**src/rtl/game_flow_ctrl_pkg.sv**
```systemverilog
// Purpose: shared game constants, state encoding and court-geometry helpers
//   for the rally sequencer, the Ball datapath and the renderer.
package game_flow_ctrl_pkg;

  localparam int unsigned COORD_W   = 12;
  localparam int unsigned SCORE_W   = 4;

  localparam int unsigned BALL_W    = 30;
  localparam int unsigned BALL_H    = 30;
  localparam int unsigned FLOOR_Y   = 220;
  localparam int unsigned NET_POS_X = 160;
  localparam int unsigned NET_W     = 6;

  typedef enum logic [1:0] {
    ST_START     = 2'd0,
    ST_WAIT_DROP = 2'd1,
    ST_IN_GAME   = 2'd2,
    ST_GAME_END  = 2'd3
  } game_state_e;

  typedef enum logic {
    WIN_PLAYER = 1'b0,
    WIN_NPC    = 1'b1
  } winner_e;

  // Ball bottom edge touches the floor; sum stays in 12 bits on purpose.
  function automatic logic is_land(input logic [COORD_W-1:0] ball_y);
    return (ball_y + COORD_W'(BALL_H)) >= COORD_W'(FLOOR_Y);
  endfunction

  // Ball centre lies on the NPC (left) side of the net centre line.
  function automatic logic in_npc_court(input logic [COORD_W-1:0] ball_x);
    return (ball_x + COORD_W'(BALL_W / 2)) < COORD_W'(NET_POS_X + NET_W / 2);
  endfunction

endpackage

```
**src/rtl/game_flow_ctrl_if.sv**
```systemverilog
// Purpose: bundle between the input side (button, Ball position) and the
//   rally sequencer outputs (state, winner, scores, point strobe).
//   master: the sequencer; slave: the surrounding Ball/renderer/stimulus side.
interface game_flow_ctrl_if;
  import game_flow_ctrl_pkg::*;

  logic                 start_btn;
  logic [COORD_W-1:0]   Ball_X;
  logic [COORD_W-1:0]   Ball_Y;
  game_state_e          Game_state;
  logic                 who_win;
  logic [SCORE_W-1:0]   player_score;
  logic [SCORE_W-1:0]   npc_score;
  logic                 point_pulse;

  modport master (
    input  start_btn, Ball_X, Ball_Y,
    output Game_state, who_win, player_score, npc_score, point_pulse
  );

  modport slave (
    output start_btn, Ball_X, Ball_Y,
    input  Game_state, who_win, player_score, npc_score, point_pulse
  );

endinterface

```
**src/rtl/game_flow_ctrl_tick_gen.sv**
```systemverilog
// Purpose: free-running game tick generator, one-clk pulse every CLK_PER_TICK clks.
// Ports: clk, i_reset (sync, active-high), o_tick_c (decoded from the counter).
module game_flow_ctrl_tick_gen #(
  parameter int unsigned CLK_PER_TICK = 1_000_000
) (
  input  logic clk,
  input  logic i_reset,
  output logic o_tick_c
);

  localparam int unsigned CNT_W = (CLK_PER_TICK > 1) ? $clog2(CLK_PER_TICK) : 1;

  logic [CNT_W-1:0] r_cnt;
  logic             w_last;

  assign w_last   = (r_cnt == CNT_W'(CLK_PER_TICK - 1));
  assign o_tick_c = w_last;

  // Wrapping tick counter.
  always_ff @(posedge clk) begin
    if (i_reset)     r_cnt <= '0;
    else if (w_last) r_cnt <= '0;
    else             r_cnt <= r_cnt + CNT_W'(1);
  end

endmodule

```
**src/rtl/game_flow_ctrl.sv**
```systemverilog
// Purpose: rally sequencer. Runs START -> WAIT_DROP -> IN_GAME -> GAME_END,
//   awards a point on each floor landing and keeps both scores.
// Ports: clk, reset (sync, active-high), bus (master modport):
//   in  start_btn, Ball_X, Ball_Y
//   out Game_state, who_win, player_score, npc_score, point_pulse (all registered)
module game_flow_ctrl
  import game_flow_ctrl_pkg::*;
#(
  parameter int unsigned CLK_PER_TICK = 1_000_000,
  parameter int unsigned SERVE_TICKS  = 100,
  parameter int unsigned WIN_SCORE    = 5
) (
  input  logic                    clk,
  input  logic                    reset,
  game_flow_ctrl_if.master        bus
);

  localparam int unsigned SERVE_W = (SERVE_TICKS > 1) ? $clog2(SERVE_TICKS) : 1;

  game_state_e          r_state;
  logic                 r_who_win;
  logic [SCORE_W-1:0]   r_player_score;
  logic [SCORE_W-1:0]   r_npc_score;
  logic                 r_point_pulse;
  logic [SERVE_W-1:0]   r_serve_cnt;
  logic                 r_btn_prev;

  logic                 w_tick;
  logic                 w_btn_rise;
  logic                 w_land;
  logic                 w_npc_court;
  logic [SCORE_W-1:0]   w_player_inc;
  logic [SCORE_W-1:0]   w_npc_inc;

  game_flow_ctrl_tick_gen #(
    .CLK_PER_TICK (CLK_PER_TICK)
  ) u_tick_gen (
    .clk      (clk),
    .i_reset  (reset),
    .o_tick_c (w_tick)
  );

  // btn_prev resets high so a button held through reset never fires.
  assign w_btn_rise   = bus.start_btn & ~r_btn_prev;
  assign w_land       = is_land(bus.Ball_Y);
  assign w_npc_court  = in_npc_court(bus.Ball_X);
  assign w_player_inc = r_player_score + SCORE_W'(1);
  assign w_npc_inc    = r_npc_score + SCORE_W'(1);

  // Sequencer FSM with score datapath.
  always_ff @(posedge clk) begin
    if (reset) begin
      r_state        <= ST_START;
      r_who_win      <= WIN_PLAYER;
      r_player_score <= '0;
      r_npc_score    <= '0;
      r_point_pulse  <= 1'b0;
      r_serve_cnt    <= '0;
      r_btn_prev     <= 1'b1;
    end else begin
      r_btn_prev    <= bus.start_btn;
      r_point_pulse <= 1'b0;
      case (r_state)
        ST_START: begin
          if (w_btn_rise) begin
            r_state        <= ST_WAIT_DROP;
            r_player_score <= '0;
            r_npc_score    <= '0;
            r_serve_cnt    <= '0;
          end
        end
        ST_WAIT_DROP: begin
          if (w_tick) begin
            if (r_serve_cnt == SERVE_W'(SERVE_TICKS - 1)) r_state <= ST_IN_GAME;
            else                                           r_serve_cnt <= r_serve_cnt + SERVE_W'(1);
          end
        end
        ST_IN_GAME: begin
          // Leaving IN_GAME on this edge is what limits a landing to one point.
          if (w_land) begin
            r_point_pulse <= 1'b1;
            r_serve_cnt   <= '0;
            if (w_npc_court) begin
              r_who_win <= WIN_PLAYER;
              if (r_player_score < SCORE_W'(WIN_SCORE)) r_player_score <= w_player_inc;
              r_state <= (w_player_inc == SCORE_W'(WIN_SCORE)) ? ST_GAME_END : ST_WAIT_DROP;
            end else begin
              r_who_win <= WIN_NPC;
              if (r_npc_score < SCORE_W'(WIN_SCORE)) r_npc_score <= w_npc_inc;
              r_state <= (w_npc_inc == SCORE_W'(WIN_SCORE)) ? ST_GAME_END : ST_WAIT_DROP;
            end
          end
        end
        ST_GAME_END: begin
          // Scores stay visible until the next serve starts.
          if (w_btn_rise) r_state <= ST_START;
        end
        default: r_state <= ST_START;
      endcase
    end
  end

  assign bus.Game_state   = r_state;
  assign bus.who_win      = r_who_win;
  assign bus.player_score = r_player_score;
  assign bus.npc_score    = r_npc_score;
  assign bus.point_pulse  = r_point_pulse;

endmodule
```
**src/flat_wrapper.sv**
```systemverilog
// flat-port wrapper written by rule: the top's interface ports become plain ports
module game_flow_ctrl_flat import game_flow_ctrl_pkg::*;
#(
  parameter int unsigned CLK_PER_TICK = 1_000_000,
  parameter int unsigned SERVE_TICKS  = 100,
  parameter int unsigned WIN_SCORE    = 5
)
  (clk, reset, bus_start_btn, bus_Ball_X, bus_Ball_Y, bus_Game_state, bus_who_win, bus_player_score, bus_npc_score, bus_point_pulse);
  game_flow_ctrl_if bus_i ();
  input  logic clk;
  input  logic reset;
  input wire logic [$bits(bus_i.start_btn)-1:0] bus_start_btn;
  input wire logic [$bits(bus_i.Ball_X)-1:0] bus_Ball_X;
  input wire logic [$bits(bus_i.Ball_Y)-1:0] bus_Ball_Y;
  output wire logic [$bits(bus_i.Game_state)-1:0] bus_Game_state;
  output wire logic [$bits(bus_i.who_win)-1:0] bus_who_win;
  output wire logic [$bits(bus_i.player_score)-1:0] bus_player_score;
  output wire logic [$bits(bus_i.npc_score)-1:0] bus_npc_score;
  output wire logic [$bits(bus_i.point_pulse)-1:0] bus_point_pulse;
  assign bus_i.start_btn = bus_start_btn;
  assign bus_i.Ball_X = bus_Ball_X;
  assign bus_i.Ball_Y = bus_Ball_Y;
  assign bus_Game_state = bus_i.Game_state;
  assign bus_who_win = bus_i.who_win;
  assign bus_player_score = bus_i.player_score;
  assign bus_npc_score = bus_i.npc_score;
  assign bus_point_pulse = bus_i.point_pulse;
  game_flow_ctrl #(.CLK_PER_TICK(CLK_PER_TICK), .SERVE_TICKS(SERVE_TICKS), .WIN_SCORE(WIN_SCORE)) u_core (.clk(clk), .reset(reset), .bus(bus_i));
endmodule
```
**config.mk**
```make
export PLATFORM = sky130hd
export DESIGN_NAME = game_flow_ctrl_flat
export DESIGN_NICKNAME = d
export VERILOG_FILES = /design/src/rtl/game_flow_ctrl_pkg.sv /design/src/rtl/game_flow_ctrl_if.sv /design/src/rtl/game_flow_ctrl_tick_gen.sv /design/src/rtl/game_flow_ctrl.sv /design/src/flat_wrapper.sv
export SDC_FILE = /design/constraint.sdc
export NUM_CORES = 1
export LEC_CHECK = 0
export CORE_ASPECT_RATIO = 1.2
export CORE_MARGIN = 10
export CORE_UTILIZATION = 33
export CTS_CLUSTER_DIAMETER = 150
export DETAILED_ROUTE_END_ITERATION = 10
export GPL_TIMING_DRIVEN = 0
export HOLD_SLACK_MARGIN = 0.12
export PLACE_DENSITY = 0.65
export SYNTH_ARGS = -nofsm -noshare
export SYNTH_HDL_FRONTEND = slang
export SYNTH_SLANG_ARGS = --single-unit
```
**constraint.sdc**
```tcl
create_clock -name clk -period 3.73 [get_ports clk]
set_input_delay 1.119 -clock clk [delete_from_list [all_inputs] [get_ports clk]]
set_output_delay 1.119 -clock clk [all_outputs]
set_load 0.01 [all_outputs]
```
==> out/results.ini <==
[status]
outcome=finished clean

[die]
num_rows=32
die_area_sq_um=10200
die-width_um=93.87
die_h_um=108.6
initial_core_util_pct=33.73
fp.coreArea_sq_um=6406
io_pins=39

[worst_setup_path]
r2r_setup_slack_ns=1.23
cp_top_family=compound AO/OA/AOI/OAI gates
crit_type=in2reg
critPathMaxFanout=6
r2r_cells=8
critPathRequiredTime_ns=3.96
crit_path_top_delay_cell=clkdlybuf4s50_1
path_buf_inv=2
rr_startpoint=u_core.u_tick_gen.r_cnt[0]
cp_cell_sequence=clkdlybuf4s50_1 > inv_1 > ha_1 > nor4b_1 > o311ai_1 > a21bo_2 > a2111oi_4 > mux2_2 > nor2_1
slowest_delay_ns=0.52
end_kind=flop
crit_arrival_ns=3.76
worst_setup_path_start_kind=primary input
r2r_end=u_core.u_tick_gen.r_cnt[17]

[timing]
maxSlewViolCount=0
max_freq_mhz=283.6
tightest_slew_ns=0.5487
min_period_ns=3.526
final.period_utilization_pct=94.54
max_slew_margin_pct=63.42
hold_violations=0
finClkSkew_ns=0.007536
tns_ns=0
rsz0062_at_grt=no
setup_viol=0

[clock_network]
clkTransAtPathRegs_ns=0.07
cts_hold_buf=0
tritoncts=done
insertion_delay_ns=0.29
htreeDepth=2
cts.sinks=40
numCtsBuffers=5
cts_buffer_depth=2
cts-root-buf=clkbuf_8

[routing]
vias=1899
vias_per_cell=4.945
drt-total-wl_um=4886
drc=0
wl_per_cell_um=12.72
ant_nets=0
drt_pass1_iterations=4
drt_iter0_drc=112

[placement]
hpwlAfterDp_um=3793
place.gp.congestion=0.7411
io_buffers=36

[logic_synthesis]
synth_top_area_share_pct=37.06
ys_top_cells_by_area=dfxtp_1, xor2_1, nor2_1
syn-mean-instance-area_sq_um=8.507
syn_inst=254
async_reset_ff_share_pct=0
synth_edf_count=0
yosysTopAreaCell=dfxtp_1
synth_area_sq_um=2161
synth_nets=288
ys_ff_latch=40
yosysUniqueCellTypes=49
synth_ff_type=dfxtp_1
yosys_warnings=0
yosysSeqAreaShare_pct=37.06

[hold_path]
hold_depth=1
min_path_type=reg2reg
hold_end=u_core.u_tick_gen.r_cnt[0]
worstHoldStart=u_core.u_tick_gen.r_cnt[0]

[global_route]
grt_max_degree=13
overflow=0
antenna_found_initial=0
grt_pass1_wl_um=8362
grt_use_total_pct=10.02
grt_pass1_vias=1819

[finish]
final_cell_mix=dfxtp_1, clkdlybuf4s50_1, nor2_1
nets=332
mostFrequentLayoutCell=dfxtp_1
layout-area-overhead-vs-synth_pct=27.79
post_route_cells_drive_above_1_share_pct=8.696
fin_util_pct=43.11
diodes=0

[pwr]
ir_worst_vdd_uv=248.3
power_density_nw_per_um2=323.1
p_seq_share_pct=48.6
p_leak_nw=0.9391
p_sw_mw=0.1865
p_int_mw=0.7056
swShare_pct=20.91
pwr-share-clk_pct=43.5
pwr-share-comb_pct=7.9

[flow_run]
drv_cap=0

==> cells by family (layout without fill, tap and decap cells) <==
kind of cell	after synthesis	in the layout	share of synthesized area, %
compound gates	42	42	12.91
xor+xnor	21	21	8.512
simple gates	123	123	31.04
buf+inv	17	62	4.458
mux	4	4	1.969
fa+ha+maj	7	7	4.053
flops	40	40	37.06
==> power by group through the flow <==
stage          clock network [mW]  logic, mW  registers, mW
4_1_cts                     0.401     0.0710          0.434
2_1_floorplan                   0     0.0318          0.443
6_report                    0.388     0.0704          0.434
5_1_grt                     0.417     0.0789          0.434
3_5_place_dp                    0     0.0705          0.444
3_3_place_gp                    0     0.0700          0.444
==> routing by layer <==
layer	vias to the layer above	track usage [%]	routed length (um)
met3	7	2.613	152
met1	872	11.03	2080
met5	-	0	0
met2	20	18.05	2576
met4	0	3.587	77
li1	1000	-	-
==> flip-flops by register name, summed over array words and instances, names as in the netlist <==
signal                   count
u_core.bus.Game_state        2
u_core.bus.npc_score         4
u_core.bus.player_score      4
u_core.bus.point_pulse       1
u_core.bus.who_win           1
u_core.r_btn_prev            1
u_core.r_serve_cnt           7
u_core.u_tick_gen.r_cnt     20
==> per-stage QoR <==
step / worst slack, ns / hold WS (ns) / power (mW) / instance area, sq um / cells
3_5_place_dp: -0.08746 / 0.4367 / 0.5143 / 2628 / 375
4_1_cts: 0.2048 / 0.4480 / 0.9054 / 2754 / 383
3_3_place_gp: -0.05003 / 0.4256 / 0.5136 / 2628 / 375
5_1_grt: 0.01223 / 0.4722 / 0.9305 / 2761 / 384
2_1_floorplan: 0.6979 / 0.4130 / 0.4750 / 2161 / 254
6_report: 0.2035 / 0.4401 / 0.8921 / 2761 / 384
==> cells in the mapped netlist (2+ instances only) <==
cell / count
dfxtp_1: 40
nor2_1: 30
nand2_1: 24
a21oi_1: 17
xor2_1: 14
inv_1: 11
nand3_1: 10
nand4_1: 9
o21ai_0: 9
ha_1: 7
nand3b_1: 7
xnor2_1: 7
nor4_1: 6
or3_1: 6
and3_1: 5
a31oi_1: 4
and4_1: 4
buf_6: 3
nor2b_1: 3
a211oi_1: 2
mux2_2: 2
mux2i_1: 2
nand4b_1: 2
nor3_1: 2
nor4b_1: 2
nor4bb_1: 2
or2_2: 2
==> worst reg2reg max path, delay by kind of cell (launching register included) <==
kind / cells / cell delay, ns
simple gates: 5 / 1.09
buf+inv: 2 / 0.75
flops: 1 / 0.35
fa+ha+maj: 1 / 0.20
==> worst max path at each step <==
stage,startpoint,endpoint,slack [ns],cells past startpoint
3_3_place_gp,bus_Ball_Y[1],u_core.bus.player_score[0],-0.05,9
4_1_cts,bus_Ball_Y[1],u_core.bus.player_score[0],0.20,9
6_report,bus_Ball_Y[1],u_core.bus.player_score[0],0.20,9
2_1_floorplan,bus_Ball_Y[1],u_core.bus.player_score[0],0.70,9
5_1_grt,bus_Ball_Y[2],u_core.bus.player_score[0],0.01,9
3_5_place_dp,bus_Ball_Y[1],u_core.bus.player_score[0],-0.09,9
==> final cells by class <==
class	instances	area, sq um
fillers	646	3645
multi-input cells	197	1264
well taps	85	106.4
clock inverters	1	30.03
clock buffers	7	96.34
flip-flops and latches	40	800.8
plain buffers	6	55.05
inverters	11	41.29
repair buffers	37	367.9
==> repair_timing <==
action / in CTS / in global routing
endpoints found under the setup margin: 0 / 1
gates resized for setup: 0 / 1
setup buffers: 0 / 1
hold endpoints to repair: 0 / 0
No activity file was read; power rests on OpenSTA's default activity.
